<file path="src/rtl/fifo_nonlookahead_to_lookahead_if.sv">
`default_nettype none
//==============================================================================
// Module   : fifo_nonlookahead_to_lookahead_if
// Brief    : Upstream (non-lookahead) and downstream (lookahead) read-port
//            bundle for the FWFT adapter.
// Revision : 1.0 - initial release
//==============================================================================
interface fifo_nonlookahead_to_lookahead_if #(
    parameter int DATA_WIDTH = 32
);
    logic                  _empty;
    logic                  _rd;
    logic [DATA_WIDTH-1:0] _dout;
    logic                  empty;
    logic                  rd;
    logic [DATA_WIDTH-1:0] dout;

    // slave = the adapter, master = the environment around it
    modport slave (
        input  _empty, _dout, rd,
        output _rd, empty, dout
    );

    modport master (
        output _empty, _dout, rd,
        input  _rd, empty, dout
    );
endinterface
`default_nettype wire

</file>
<file path="src/rtl/fifo_nonlookahead_to_lookahead.sv">
`default_nettype none
//==============================================================================
// Module   : fifo_nonlookahead_to_lookahead
// Brief    : Turns a registered-output FIFO read port into a first-word-fall-
//            through port via a small prefetch buffer. Define
//            PRGA_FIFO_N2L_REG_RD_EN for a 3-entry buffer with no rd->_rd path.
// Revision : 1.0 - initial release
//==============================================================================
module fifo_nonlookahead_to_lookahead #(
    parameter int DATA_WIDTH = 32
) (
    input  wire logic                       clk,
    input  wire logic                       rst,
    fifo_nonlookahead_to_lookahead_if.slave bus
);

`ifdef PRGA_FIFO_N2L_REG_RD_EN
    localparam int c_DEPTH = 3;
`else
    localparam int c_DEPTH = 2;
`endif

    logic [c_DEPTH-1:0][DATA_WIDTH-1:0] w_q;
    logic [1:0]                         r_cnt;
    logic                               r_pend;
    logic                               w_pop;
    logic [2:0]                         w_level;
    logic                               w_rd;
    logic [1:0]                         w_wr_idx;

    assign w_pop = bus.rd && (r_cnt != 2'd0);

`ifdef PRGA_FIFO_N2L_REG_RD_EN
    // Spare entry lets the fetch decision ignore this cycle's pop
    assign w_level = {1'b0, r_cnt} + {2'b00, r_pend};
`else
    assign w_level = {1'b0, r_cnt} + {2'b00, r_pend} - {2'b00, w_pop};
`endif

    assign w_rd     = !rst && !bus._empty && (w_level < 3'(c_DEPTH));
    assign w_wr_idx = r_cnt - {1'b0, w_pop};

    assign bus._rd   = w_rd;
    assign bus.empty = (r_cnt == 2'd0);
    assign bus.dout  = w_q[0];

    always_ff @(posedge clk or posedge rst) begin
        if (rst) begin
            r_cnt  <= 2'd0;
            r_pend <= 1'b0;
        end else begin
            r_cnt  <= r_cnt + {1'b0, r_pend} - {1'b0, w_pop};
            r_pend <= w_rd;
        end
    end

    genvar g;
    generate
        for (g = 0; g < c_DEPTH; g++) begin : g_entry
            logic [DATA_WIDTH-1:0] r_data;
            logic [DATA_WIDTH-1:0] w_next;

            if (g < c_DEPTH - 1) begin : g_shift
                assign w_next = w_q[g+1];
            end else begin : g_tail
                assign w_next = r_data;
            end

            // An arriving word lands after the shift, so it wins over w_next
            always_ff @(posedge clk or posedge rst) begin
                if (rst) begin
                    r_data <= '0;
                end else if (r_pend && (w_wr_idx == 2'(g))) begin
                    r_data <= bus._dout;
                end else if (w_pop) begin
                    r_data <= w_next;
                end
            end

            assign w_q[g] = r_data;
        end
    endgenerate

endmodule
`default_nettype wire

</file>
<file path="src/flat_wrapper.sv">
// flat-port wrapper written by rule: the top's interface ports become plain ports
module fifo_nonlookahead_to_lookahead_flat 
#(
    parameter int DATA_WIDTH = 32
)
  (clk, rst, bus__empty, bus__dout, bus_rd, bus__rd, bus_empty, bus_dout);
  fifo_nonlookahead_to_lookahead_if #(.DATA_WIDTH(DATA_WIDTH)) bus_i ();
  input  wire logic clk;
  input  wire logic rst;
  input wire logic [$bits(bus_i._empty)-1:0] bus__empty;
  input wire logic [$bits(bus_i._dout)-1:0] bus__dout;
  input wire logic [$bits(bus_i.rd)-1:0] bus_rd;
  output wire logic [$bits(bus_i._rd)-1:0] bus__rd;
  output wire logic [$bits(bus_i.empty)-1:0] bus_empty;
  output wire logic [$bits(bus_i.dout)-1:0] bus_dout;
  assign bus_i._empty = bus__empty;
  assign bus_i._dout = bus__dout;
  assign bus_i.rd = bus_rd;
  assign bus__rd = bus_i._rd;
  assign bus_empty = bus_i.empty;
  assign bus_dout = bus_i.dout;
  fifo_nonlookahead_to_lookahead #(.DATA_WIDTH(DATA_WIDTH)) u_core (.clk(clk), .rst(rst), .bus(bus_i));
endmodule
</file>
<file path="config.mk">
export PLATFORM = sky130hd
export DESIGN_NAME = fifo_nonlookahead_to_lookahead_flat
export DESIGN_NICKNAME = d
export VERILOG_FILES = /design/src/rtl/fifo_nonlookahead_to_lookahead_if.sv /design/src/rtl/fifo_nonlookahead_to_lookahead.sv /design/src/flat_wrapper.sv
export SDC_FILE = /design/constraint.sdc
export NUM_CORES = 1
export LEC_CHECK = 0
export ABC_AREA = 1
export ABC_CLOCK_PERIOD_IN_PS = 4200
export CORE_MARGIN = 8
export CORE_UTILIZATION = 45
export DETAILED_ROUTE_END_ITERATION = 8
export GPL_TIMING_DRIVEN = 0
export PLACE_DENSITY_LB_ADDON = 0.3
export SKIP_LAST_GASP = 1
export SLEW_MARGIN = 20
export SYNTH_ARGS = -nofsm -noshare
export SYNTH_HDL_FRONTEND = slang
export SYNTH_SLANG_ARGS = --single-unit
</file>
<file path="constraint.sdc">
create_clock -name clk -period 4.2 [get_ports clk]
set_input_delay 1.26 -clock clk [delete_from_list [all_inputs] [get_ports clk]]
set_output_delay 1.26 -clock clk [all_outputs]
set_load 0.03 [all_outputs]
</file>
==> results.yml <==
outcome:
  status: "finished, final reports clean"
flow_run:
  cap_violations: 0
worst_setup_path:
  path_common_cell: "buf_6"
  crit_arrival_ns: 2.91
  crit_path_end_kind: "primary output"
  start_kind: "input pin"
  crit_fanout: 2
  cp.required_ns: 2.94
  path_cells: "buf_6 > o21ai_4 > buf_6 > inv_4 > ha_4 > inv_4 > ha_4 > fa_1 > nor2_1 > nand2_1 > nor2_4 > buf_6"
  crit_type: "in -> out"
  slowest_stage: "fa_1"
  rr_worst_depth: 12
  cpPeakStageDelay_ns: 0.45
global_routing:
  antenna_found_initial: 0
  grt_use_total_pct: 17.47
  grt_first_pass_wirelength_um: 14070
  grt_max_degree: 29
  grt_pass1_vias: 3001
  grt_overflow: 0
logic_synthesis:
  ys_ff_latch: 67
  synth_top_area_cell: "dfrtp_1"
  syn_avg_cell_area_um2: 8.020
  synth_most_common_cell: "nand2_1"
  synth-compound-area-share_pct: 5.431
  synth_nets: 445
  synthDistinctLibCells: 18
  syn_inst: 405
  yosys-top-cells-count: "nand2_1 (161), dfrtp_1 (67), inv_1 (36)"
  ys_warn_count: 0
  netlist_area_um2: 3248
  synthAdderAreaFrac_pct: 1.772
  synth_top_family_by_area: "simple AND/OR/NAND/NOR gates"
  ys_async_sr_fraction_pct: 100.0
  synth_top_area_share_pct: 51.62
  synth_seq_area_share_pct: 51.62
  yosys.area_share.simple_pct: 30.86
  synth_area_leaders: "dfrtp_1 (52%), nand2_1 (19%), nand4_1 (6.2%)"
  muxShareOfSynthArea_pct: 0
  ys.flop_type: "dfrtp_1"
  synth-edff-count: 0
  synth_xor_area_share_pct: 0.2696
finish:
  diodes: 0
  nNetsFinal: 530
  fillers: 668
  drive_gt1_share_pct: 12.35
  final_util_pct: 61.73
  syn_to_final_growth_pct: 35.63
timing:
  period_needed_ns: 4.175
  finalMaxSlewViolations: 0
  min_period_over_period_pct: 99.40
  setup_viol: 0
  rsz0062_at_grt: "yes"
  hold_viol: 0
  worst_slew_pin_slew_ns: 0.6407
  fmax_mhz: 239.5
  clock_skew_ns: 0.007277
  slew_headroom_pct: 57.20
cts:
  root_buffer: "clkbuf_8"
  cts_buffer_depth: 2
  cts_tree: "done"
  hold_buffers: 0
  clk_pin_slew_ns: 0.07
  clk_latency_ns: 0.34
  htreeDepth: 3
  numCtsBuffers: 9
  cts_sinks: 67
routing:
  drt_iter0_drc: 159
  via_per_inst: 5.003
  wirelength_um: 8356
  wl_per_cell_um: 14.09
  drt_pass1_iterations: 5
  postRouteAntennaNets: 0
  drc: 0
  vias: 2967
floorplan:
  start_util_pct: 45.51
  row_count: 31
  die_h_um: 101.0
  die_x_um: 101.0
  core_area_um2: 7137
  io_pins: 70
  die_area_um2: 10190
placement:
  finalWeightedCongestion: 0.8273
  dp.final_hpwl_um: 6027
  io_buffers: 69
pwr:
  vdd_drop_max_v: 0.0003547
  power_density_nw_per_um2: 713.9
  p_leak_nw: 2.291
  p_total_mw: 3.145
hold_path:
  hp-class: "reg -> reg"
  hold_depth: 2
[final timing paths]
kind	startpoint	endpoint	slack [ns]
worst max register to register	u_core.r_cnt[1]	u_core.bus.dout[0]	2.02
min in group asynchronous	rst	u_core.g_entry[0].w_next[30]	1.35
worst max-delay path	bus_rd	bus__rd	0.03
worst min register to register	u_core.g_entry[0].w_next[27]	u_core.g_entry[0].w_next[27]	0.49
max in group asynchronous	rst	u_core.g_entry[0].w_next[14]	2.17
worst min-delay path	u_core.g_entry[0].w_next[27]	u_core.g_entry[0].w_next[27]	0.49
[what timing repair did]
action / 4_1_cts / 5_1_grt
gates resized for setup: 12 / 0
cloned: 0 / 0
pin swaps: 4 / 1
endpoints found under the setup margin: 1 / 1
buffers inserted: 4 / 0
[critical path: cells and delay by family]
kind | cells | cell delay, ns
adder cells (fa/ha/maj) | 3 | 0.86
AO/OA/AOI/OAI | 1 | 0.06
buffers and inverters | 5 | 0.44
AND/OR/NAND/NOR | 3 | 0.30
[cell families (layout without fill, tap and decap cells)]
kind of cell | count (synthesis) | after routing
XOR/XNOR | 1 | 1
flip-flops | 67 | 67
AND/OR/NAND/NOR | 231 | 231
AO/OA/AOI/OAI | 33 | 33
adder cells (fa/ha/maj) | 4 | 4
buffers and inverters | 69 | 158
[per-layer routing]
metal / GRT usage [%] / share of wire (%)
met1: 21.48 / 43
met2: 28.43 / 49
met3: 4.903 / 6.6
met4: 6.529 / 1.5
met5: 0 / 0
[sequential cells by signal, summed over array words and instances (netlist names)]
signal,flops
u_core.r_cnt,2
u_core.bus.dout,32
u_core.r_pend,1
u_core.g_entry.w_next,32
[metrics by stage]
step	TNS, ns	cell area [um^2]	setup slack (ns)	std cells	hold slack (ns)
finish	0	4405	0.02529	593	0.4937
detailed placement	-1.182	4169	-1.182	575	0.4782
floorplan	0	3299	0.0007432	405	0.4591
CTS	-0.01876	4405	-0.01876	593	0.4953
global placement	-1.203	4114	-1.203	573	0.4722
global route	-0.07297	4405	-0.07297	593	0.5175
[layout by cell type, fill, tap and decap left out]
cell / count
buf_16: 2
buf_2: 20
buf_4: 6
buf_6: 7
bufinv_16: 2
clkbuf_1: 2
clkbuf_8: 10
clkdlybuf4s50_1: 67
clkinv_2: 2
clkinvlp_4: 2
dfrtp_1: 67
fa_1: 1
ha_1: 1
ha_4: 2
inv_1: 35
inv_2: 1
inv_4: 2
nand2_1: 161
nand2_2: 1
nand3_1: 32
nand3_2: 2
nand4_1: 32
nor2_1: 2
nor2_4: 1
o21ai_1: 32
o21ai_4: 1
xnor2_1: 1
[final cells by class]
cell class                 instances  area [um^2]  area share [%]
sequential                        67         1677           38.06
inverter                          39        155.1           3.522
clock inverter                     5        77.57           1.761
buffer                            29        178.9           4.061
tap                               99        123.9           2.812
multi-input combinational        269         1277           29.00
timing repair buffer              75        778.2           17.67
clock buffer                      10        137.6           3.124
[power by group]
group	leakage, nW	internal (mW)	switching [mW]	total (mW)
Combinational	1.31	0.580	0.923	1.50
Sequential	0.875	0.910	0.147	1.06
Clock	0.108	0.345	0.240	0.585
Total	2.29	1.84	1.31	3.14
Power figures use the tool's default switching activity.
